--- config.mk ---
export PLATFORM = sky130hd
export DESIGN_NAME = atm_session_ctrl
export DESIGN_NICKNAME = d
export VERILOG_FILES = /design/src/rtl/atm_pkg.sv /design/src/rtl/atm_idle_timer.sv /design/src/rtl/atm_session_ctrl.sv
export SDC_FILE = /design/constraint.sdc
export NUM_CORES = 1
export LEC_CHECK = 0
export CORE_AREA = 2 2 124 126
export DETAILED_ROUTE_END_ITERATION = 16
export DIE_AREA = 0 0 126 128
export PLACE_DENSITY = 0.5
export SETUP_SLACK_MARGIN = 0.4
export SLEW_MARGIN = 20
export SYNTH_ARGS = -nofsm -noshare
export SYNTH_HDL_FRONTEND = slang
export SYNTH_SLANG_ARGS = --single-unit
--- constraint.sdc ---
create_clock -name clock -period 3.7 [get_ports clock]
set_clock_uncertainty 0.05 [all_clocks]
set_input_delay 1.11 -clock clock [delete_from_list [all_inputs] [get_ports clock]]
set_output_delay 1.11 -clock clock [all_outputs]
set_load 0.1 [all_outputs]
--- src/rtl/atm_pkg.sv ---
// Shared definitions for the ATM session controller.
// Contents: state encoding (doubles as the user-visible y_out code),
// BCD digit range, PIN/amount field widths and small decode helpers.
package atm_pkg;

    typedef enum logic [2:0] {
        ST_IDLE     = 3'b000,
        ST_PIN      = 3'b001,
        ST_MENU     = 3'b010,
        ST_AMOUNT   = 3'b011,
        ST_DISPENSE = 3'b100,
        ST_EJECT    = 3'b101,
        ST_LOCKED   = 3'b111
    } state_t;

    localparam logic [3:0] DIGIT_MAX  = 4'd9;
    localparam int         BCD_W      = 4;
    localparam int         PIN_DIGITS = 4;
    localparam int         PIN_W      = PIN_DIGITS * BCD_W;
    localparam int         AMT_DIGITS = 3;
    localparam int         AMT_W      = 10;
    localparam int         BAL_W      = 16;

    function automatic logic is_digit(input logic [3:0] code);
        return code <= DIGIT_MAX;
    endfunction

    // States in which the customer is interacting and the idle timer runs.
    function automatic logic in_session(input state_t s);
        return (s == ST_PIN) || (s == ST_MENU) || (s == ST_AMOUNT);
    endfunction

endpackage

--- src/rtl/atm_idle_timer.sv ---
// Idle timer for the ATM session controller.
// Down-counter with terminal-count compare. expired asserts on the
// TIMEOUT_CYC-th consecutive cycle of a quiet session: the cycle in which
// clear is high counts as the first, so the reload value is TIMEOUT_CYC-2.
// Ports:
//   clock   in  system clock
//   reset   in  asynchronous active-high reset
//   clear   in  reload the counter (strobe, state change or out of session)
//   enable  in  session active, counter may run
//   expired out terminal count reached this cycle
module atm_idle_timer #(
    parameter int TIMEOUT_CYC = 1000
) (
    input  logic clock,
    input  logic reset,
    input  logic clear,
    input  logic enable,
    output logic expired
);

    localparam int W = (TIMEOUT_CYC > 2) ? $clog2(TIMEOUT_CYC) : 1;
    localparam logic [W-1:0] LOAD = W'(TIMEOUT_CYC - 2);

    logic [W-1:0] cnt;

    always_ff @(posedge clock or posedge reset) begin
        if (reset) begin
            cnt <= LOAD;
        end else if (clear) begin
            cnt <= LOAD;
        end else if (enable && (cnt != '0)) begin
            cnt <= cnt - W'(1);
        end
    end

    assign expired = enable && !clear && (cnt == '0);

endmodule

--- src/rtl/atm_session_ctrl.sv ---
// ATM session sequencer: card-in, PIN check with lockout, menu, amount entry
// with limit/balance check, dispense handshake and card eject.
// Ports:
//   clock, reset                 clock and async active-high reset
//   card_in                      card present level
//   key_valid/key_code           digit strobe and code (0-9, others ignored)
//   key_enter, key_cancel        confirm / abort strobes
//   dispense_ack                 dispenser done
//   y_out                        state code shown to the user
//   y_out_flash                  error pulse / lock indicator
//   dispense_valid, dispense_amt dispense request and amount
//   balance                      current balance
//   card_eject                   eject request
//
// state    | meaning
// IDLE     | no card, waiting for insertion
// PIN      | collecting 4 PIN digits
// MENU     | PIN accepted, waiting for selection
// AMOUNT   | collecting up to 3 amount digits
// DISPENSE | request held until dispenser acknowledges
// EJECT    | card pushed out until removed
// LOCKED   | too many wrong PINs, card retained until reset
module atm_session_ctrl
    import atm_pkg::*;
#(
    parameter logic [15:0] PIN_CODE     = 16'h1234,
    parameter int          MAX_TRIES    = 3,
    parameter logic [15:0] INIT_BALANCE = 16'd1000,
    parameter logic [9:0]  MAX_WD       = 10'd500,
    parameter int          TIMEOUT_CYC  = 1000
) (
    input  logic        clock,
    input  logic        reset,
    input  logic        card_in,
    input  logic        key_valid,
    input  logic [3:0]  key_code,
    input  logic        key_enter,
    input  logic        key_cancel,
    input  logic        dispense_ack,
    output logic [2:0]  y_out,
    output logic        y_out_flash,
    output logic        dispense_valid,
    output logic [9:0]  dispense_amt,
    output logic [15:0] balance,
    output logic        card_eject
);

    localparam logic [2:0] TRIES_LIMIT = 3'(MAX_TRIES);

    state_t           state;
    state_t           prev_state;
    logic [PIN_W-1:0] pin_reg;
    logic [2:0]       pin_cnt;
    logic [2:0]       tries;
    logic [AMT_W-1:0] amount;
    logic [1:0]       amt_cnt;
    logic             expired;
    logic             key_digit;
    logic             amt_bad;

    assign key_digit = key_valid && is_digit(key_code);
    assign amt_bad   = (amount == '0) || (amount > MAX_WD) ||
                       ({6'd0, amount} > balance);

    atm_idle_timer #(.TIMEOUT_CYC(TIMEOUT_CYC)) u_idle_timer (
        .clock   (clock),
        .reset   (reset),
        .clear   (key_valid || key_enter || key_cancel ||
                  (state != prev_state) || !in_session(state)),
        .enable  (in_session(state)),
        .expired (expired)
    );

    assign y_out = state;

    always_ff @(posedge clock or posedge reset) begin
        if (reset) begin
            state          <= ST_IDLE;
            prev_state     <= ST_IDLE;
            pin_reg        <= '0;
            pin_cnt        <= '0;
            tries          <= '0;
            amount         <= '0;
            amt_cnt        <= '0;
            balance        <= INIT_BALANCE;
            dispense_amt   <= '0;
            dispense_valid <= 1'b0;
            card_eject     <= 1'b0;
            y_out_flash    <= 1'b0;
        end else begin
            prev_state  <= state;
            y_out_flash <= 1'b0;
            case (state)
                ST_IDLE: begin
                    if (card_in) begin
                        state   <= ST_PIN;
                        pin_reg <= '0;
                        pin_cnt <= '0;
                        tries   <= '0;
                    end
                end
                ST_PIN: begin
                    // Card removal wins over everything: nothing left to eject.
                    if (!card_in) begin
                        state <= ST_IDLE;
                    end else if (key_cancel || expired) begin
                        state      <= ST_EJECT;
                        card_eject <= 1'b1;
                    end else if (key_enter) begin
                        if (pin_cnt == 3'(PIN_DIGITS)) begin
                            pin_reg <= '0;
                            pin_cnt <= '0;
                            if (pin_reg == PIN_CODE) begin
                                state <= ST_MENU;
                                tries <= '0;
                            end else begin
                                tries       <= tries + 3'd1;
                                y_out_flash <= 1'b1;
                                if (tries + 3'd1 == TRIES_LIMIT) begin
                                    state <= ST_LOCKED;
                                end
                            end
                        end
                    end else if (key_digit && (pin_cnt != 3'(PIN_DIGITS))) begin
                        pin_reg <= {pin_reg[PIN_W-BCD_W-1:0], key_code};
                        pin_cnt <= pin_cnt + 3'd1;
                    end
                end
                ST_MENU: begin
                    if (!card_in) begin
                        state <= ST_IDLE;
                    end else if (key_cancel || expired) begin
                        state      <= ST_EJECT;
                        card_eject <= 1'b1;
                    end else if (key_valid && (key_code == 4'd1) && !key_enter) begin
                        state   <= ST_AMOUNT;
                        amount  <= '0;
                        amt_cnt <= '0;
                    end
                end
                ST_AMOUNT: begin
                    if (!card_in) begin
                        state <= ST_IDLE;
                    end else if (key_cancel || expired) begin
                        state      <= ST_EJECT;
                        card_eject <= 1'b1;
                    end else if (key_enter) begin
                        amount  <= '0;
                        amt_cnt <= '0;
                        if (amt_bad) begin
                            y_out_flash <= 1'b1;
                        end else begin
                            state          <= ST_DISPENSE;
                            balance        <= balance - {6'd0, amount};
                            dispense_amt   <= amount;
                            dispense_valid <= 1'b1;
                        end
                    end else if (key_digit && (amt_cnt != 2'(AMT_DIGITS))) begin
                        amount  <= amount * 10'd10 + {6'd0, key_code};
                        amt_cnt <= amt_cnt + 2'd1;
                    end
                end
                ST_DISPENSE: begin
                    if (dispense_ack) begin
                        state          <= ST_EJECT;
                        dispense_valid <= 1'b0;
                        card_eject     <= 1'b1;
                    end
                end
                ST_EJECT: begin
                    if (!card_in) begin
                        state      <= ST_IDLE;
                        card_eject <= 1'b0;
                    end
                end
                ST_LOCKED: begin
                    y_out_flash <= 1'b1;
                end
                default: begin
                    state <= ST_IDLE;
                end
            endcase
        end
    end

endmodule

* Word level (Yosys, flattened, before mapping)
Index checks and enable logic that the tools add are counted.
Storage, ports and cells: flip-flop bits (word level) 79, output and inout bits 32, logic and storage cells 177
Cells by class: add/sub/neg operators 6, multiply operators 1, magnitude comparators 3, equal/unequal tests 38, multiplexer cells 76, bitwise gates (word level) 3, reductions and logical operators 37
Operators with widths (count):
- $mux 16 | 6
- $mux 10 | 9
- $mux 3 | 27
- $pmux 16 s2 | 1
- $ne 2x2->1 const B | 13
- $pmux 3 s7 | 1
- $logic_not 10->1 | 2
- $pmux 10 s2 | 1
- $mux 1 | 18
- $reduce_and 6->1 | 3
- $eq 16x13->1 const B | 1
- $gt 10x16->1 | 1
- $sub 16x10->16 | 1
- $mux 2 | 7
- $eq 3x3->1 const B | 4
- $ne 4x3->1 const B | 3
- $pmux 3 s2 | 2
- $add 10x4->10 | 1
- $gt 10x9->1 const B | 1
- $mul 10x3->9 const B | 1
- $reduce_and 10->1 | 1
- $reduce_and 5->1 | 2
- $reduce_bool 10->1 | 1
- $sub 10x1->10 const B | 1
- 24 further kinds | 56

* Depth between registers and ports, before layout
depth in word-level cells 12, depth in mapped cells 11, mapped depth without buffers 11

* Modules after synthesis
A second synthesis with hierarchy kept.
Second synthesis, totals: cells, all modules 507, area total of the unflattened synthesis 4714.5 µm²
Modules (own cells, without submodules):
- atm_session_ctrl | times used 1, cells an instance 448, area each 4122.7 µm², seq. area each 1734.2 µm²
- atm_idle_timer | times used 1, cells an instance 59, area each 591.8 µm², seq. area each 259.0 µm²

* Worst setup path before layout
No wires, ideal clock.
kind register to register, start register balance[0], end register balance[10], arrival 2879 ps, required time 3486 ps, setup slack 608 ps, stages on the path, launching flop included 12, path buffers 1, clock period less this slack 3092 ps, path through dfrtp_1 > inv_1 > ha_1 > fa_1 > nand2b_1 > a21oi_1 > nor3b_1 > o21ai_2 > nand3_2 > buf_4 > nor4_1 > xor2_1
On the way: longest elaborated chain between the ends 4, elaborated cells between the ends (all ways) 5, those cells by class add/sub: 1; order compare: 1; bitwise: 1; reduce/logical: 2
Ends and longest elaborated chain:
- start: declaration | line atm_session_ctrl.sv:44 | output logic [15:0] balance,
- start signal: assignment | line atm_session_ctrl.sv:154 | balance <= balance - {6'd0, amount};
- $gt 10x16->1 | line atm_session_ctrl.sv:63 | ({6'd0, amount} > balance);
- $logic_or 1x1->1 | line atm_session_ctrl.sv:62 | assign amt_bad = (amount == '0) || (amount > MAX_WD) ||
- $not 1->1 (no source line)
- $reduce_and 5->1 (no source line)
Parallel ways exist; a longest one is shown, timed or not. A chain may end at the register's enable or synchronous reset.

* Worst setup path in the final report
start input port key_code[1], end register amount[9]
On the way: longest elaborated chain between the ends 6, elaborated cells between the ends (all ways) 15, those cells by class add/sub: 1; order compare: 1; eq/ne: 3; mux: 5; reduce/logical: 5
Ends and longest elaborated chain:
- start: declaration | line atm_session_ctrl.sv:36 | input logic [3:0] key_code,
- $add 10x4->10 | line atm_session_ctrl.sv:159 | amount <= amount * 10'd10 + {6'd0, key_code};
- $mux 10 | line atm_session_ctrl.sv:158 | end else if (key_digit && (amt_cnt != 2'(AMT_DIGITS))) begin
- $mux 10 | line atm_session_ctrl.sv:147 | end else if (key_enter) begin
- $mux 10 | line atm_session_ctrl.sv:144 | end else if (key_cancel || expired) begin
- $mux 10 | line atm_session_ctrl.sv:142 | if (!card_in) begin
- $pmux 10 s2 | line atm_session_ctrl.sv:93 | case (state)
- end signal: assignment | line atm_session_ctrl.sv:159
- end: declaration | line atm_session_ctrl.sv:55 | logic [AMT_W-1:0] amount;
Parallel ways exist; a longest one is shown, timed or not. The select of a mux whose other input is x is not followed.

==> metrics.txt <==
total global-route track usage 0.145; Final setup viols 0; leading cell type in the layout, fill and taps excluded nand2_1; max incr delay on CP 0.54 ns; CP startpoint kind input port; CP required 3.89 ns; CTS Hold Buffers Added 0; CP Capture Type flip-flop; crit path max-delay cell type clkdlybuf4s50_1; # DRC 0; ys flop type dfrtp_1; clock latency at the later pin of the worst-skew pair 0.34 ns; Avg WL per Cell 14.7 um; initial antenna violation count 0; most frequent cells in the layout nand2_1 (79), dfrtp_1 (66), o21ai_0 (57); Mapped Area 4640 um^2; slack of the critical path 0.689 ns; cell mode on critical path xnor2_1; worst-path fanout max 4; I/O pin count 43; Vias 3720; outcome completed; worst min-delay path class reg -> reg; synth warn 0; Slew Limit Fails 0; GR Util met2 0.233; largest family of logic cells by synthesized area simple AND/OR/NAND/NOR gates; Core ar. approximately 15000 um^2; CP Class in -> reg; Peak supply drop roughly 0.42 mV; simple-gate area share of the yosys netlist 0.216; Setup WS pre-CTS 0.350 ns; Critical Path AT 3.21 ns; H-tree depth 3; Die Wd 126 um; Chip Height between 100 and 150 um; share of layout cells above drive strength 1 0.155; DRT antenna net count 0; setup TNS 0 ns; Most Crowded Layer GR met2; XOR/XNOR Fraction of Synth Area 0.0585; actual slew at the worst max-slew pin 0.731 ns; Final Hold Viols 0; Synth Area per Inst 9.14 um^2; RSZ-0062 raised after global routing no; fin crit share 0.814; Clock Path Buffers 2; syn_nets 553; global-route wire length before repair roughly 19000 um; Root Driver clkbuf_16; Lkg Pwr roughly 0.0025 uW; Final HPWL DP 8210 um; CTS tree done; Critical Path Source key_code[1]; Tmin final 3.01 ns; TritonCTS Buffers 9; flop-to-flop setup slack a little over 0.8 ns; # rows 45; PwrDens 642 nW/um^2; post-synthesis mux area share 0.00701; met3 usage 0.0259; Post-Synth Adder-Cell Area 0.0965; met1 usage 0.195; Netlist cell types 63; Compound-Gate Fraction of Synth Area 0.153; die area 16100 um^2; Initial Util 0.312; largest net degree at the start of global routing 39; sequential area share after synthesis 0.429; Hold Startpoint pin_reg[12]; final core occ 0.374; Mapped Cells 508; Yosys reg bits 79; max_slew headroom 0.508; CP Cell Sequence clkdlybuf4s50_1 -> ha_1 -> fa_1 -> a21o_1 -> nand2_1 -> nor3_1 -> nand3_1 -> xnor2_1 -> xnor2_1 -> o31ai_1; DR iter-0 viols 172; WL final about 11000 um; drt pass-1 iters 4; cell taking the most area after synthesis dfrtp_1; number of enable flip-flop cells after synthesis 0; final net count around 600; worst flop-to-flop path startpoint amount[0]; Layout area overhead 19.7%; IO Port Bufs 42; Fmax 0.332 GHz; number of vias per cell about 5; Clock Sinks 79; GPL Wtd Cong 0.791; max_cap viols 0; global route overflow 0; asr flop ratio synth 1.00; fillcell total 1543; largest cells by area after synthesis dfrtp_1 (36%), ha_1 (8.4%), dfstp_2 (7.4%), nand2_1 (6.4%), o21ai_0 (6.1%); vias in the first global route 3791; share of the synthesized area in the top cell type 0.356; Antenna diodes 0; Clock transition at path regs roughly 0.060 ns
-- layout make-up --
class,instances,area [um^2],share of cell area
Multi-Input combinational cell,383,2470,0.444
Sequential cell,79,1990,0.359
Timing Repair Buffer,51,420,0.0756
Clock buffer,12,267,0.0479
Tap cell,188,235,0.0423
Inverter,26,97.6,0.0176
Clock inverter,4,76.3,0.0137
-- report_power, final --
part | leakage (uW) | internal (uW) | switching (uW)
clock network | 0.000165 | 648 | 362
registers | 0.00101 | 976 | 153
logic | 0.00135 | 577 | 851
-- synth_stat cells (2+ instances only) --
cell       count
nand2_1       79
dfrtp_1       66
o21ai_0       57
ha_1          31
nor2_1        27
inv_1         26
a21oi_1       18
nand3_1       18
xor2_1        18
nand2b_1      16
dfstp_2       13
xnor2_1       13
nor3_1        12
nor4_1        10
buf_2          8
clkbuf_1       8
and3_1         5
a21o_1         4
and2_1         4
nand4_1        4
nor2b_1        4
o31ai_1        4
fa_1           3
nor3b_1        3
o2111ai_1      3
o22ai_1        3
a211o_1        2
a211oi_1       2
a211oi_2       2
a31oi_1        2
a41oi_1        2
and4b_1        2
buf_1          2
mux2_2         2
nand3b_1       2
nor4b_1        2
o21a_1         2
o21ai_1        2
o21ai_2        2
or3_1          2
-- kinds of logic (layout without fill, tap and decap cells) --
| kind of cell | after synthesis | count (layout) |
|---|---|---|
| buf+inv | 46 | 93 |
| flops | 79 | 79 |
| xor+xnor | 31 | 31 |
| compound gates | 115 | 115 |
| fa+ha+maj | 34 | 34 |
| mux | 3 | 3 |
| simple gates | 200 | 200 |
-- routing by layer --
| metal | up-vias | share of wire |
|---|---|---|
| met3 | 13 | 0.033 |
| met5 | - | 0 |
| met1 | 1786 | 0.47 |
| met4 | 0 | 0.019 |
| met2 | 63 | 0.47 |
| li1 | 1858 | - |
-- critical path: cells and delay by family --
kind	cells	cell delay, ns
xor+xnor	2	0.33
simple gates	3	0.52
buf+inv	1	0.54
fa+ha+maj	2	0.41
compound gates	2	0.30
-- what timing repair did --
item / 4_1_cts / 5_1_grt
gates resized for setup: 0 / 1
setup endpoints to repair: 0 / 1
buffers inserted: 0 / 0
-- through the flow --
| stage | hold slack (ns) | power [uW] | instances | cell area, um^2 |
|---|---|---|---|---|
| floorplan | 0.392 | 2260 | 508 | 4640 |
| global placement | 0.406 | 2550 | 727 | 5210 |
| detailed placement | 0.413 | 2580 | 727 | 5210 |
| CTS | 0.427 | 3610 | 743 | 5550 |
| global route | 0.457 | 3830 | 743 | 5560 |
| finish | 0.428 | 3570 | 743 | 5560 |
-- final timing paths --
| path | endpoint | depth (start not counted) |
|---|---|---|
| setup / recovery | amount[9] | 10 |
| hold / removal | pin_reg[12] | 2 |
| setup reg to reg | balance[12] | 9 |
| hold reg to reg | pin_reg[12] | 2 |
| max in group asynchronous | u_idle_timer.cnt[9] | 3 |
| min in group asynchronous | y_out_flash | 2 |
(Power assumes the default switching activity.)
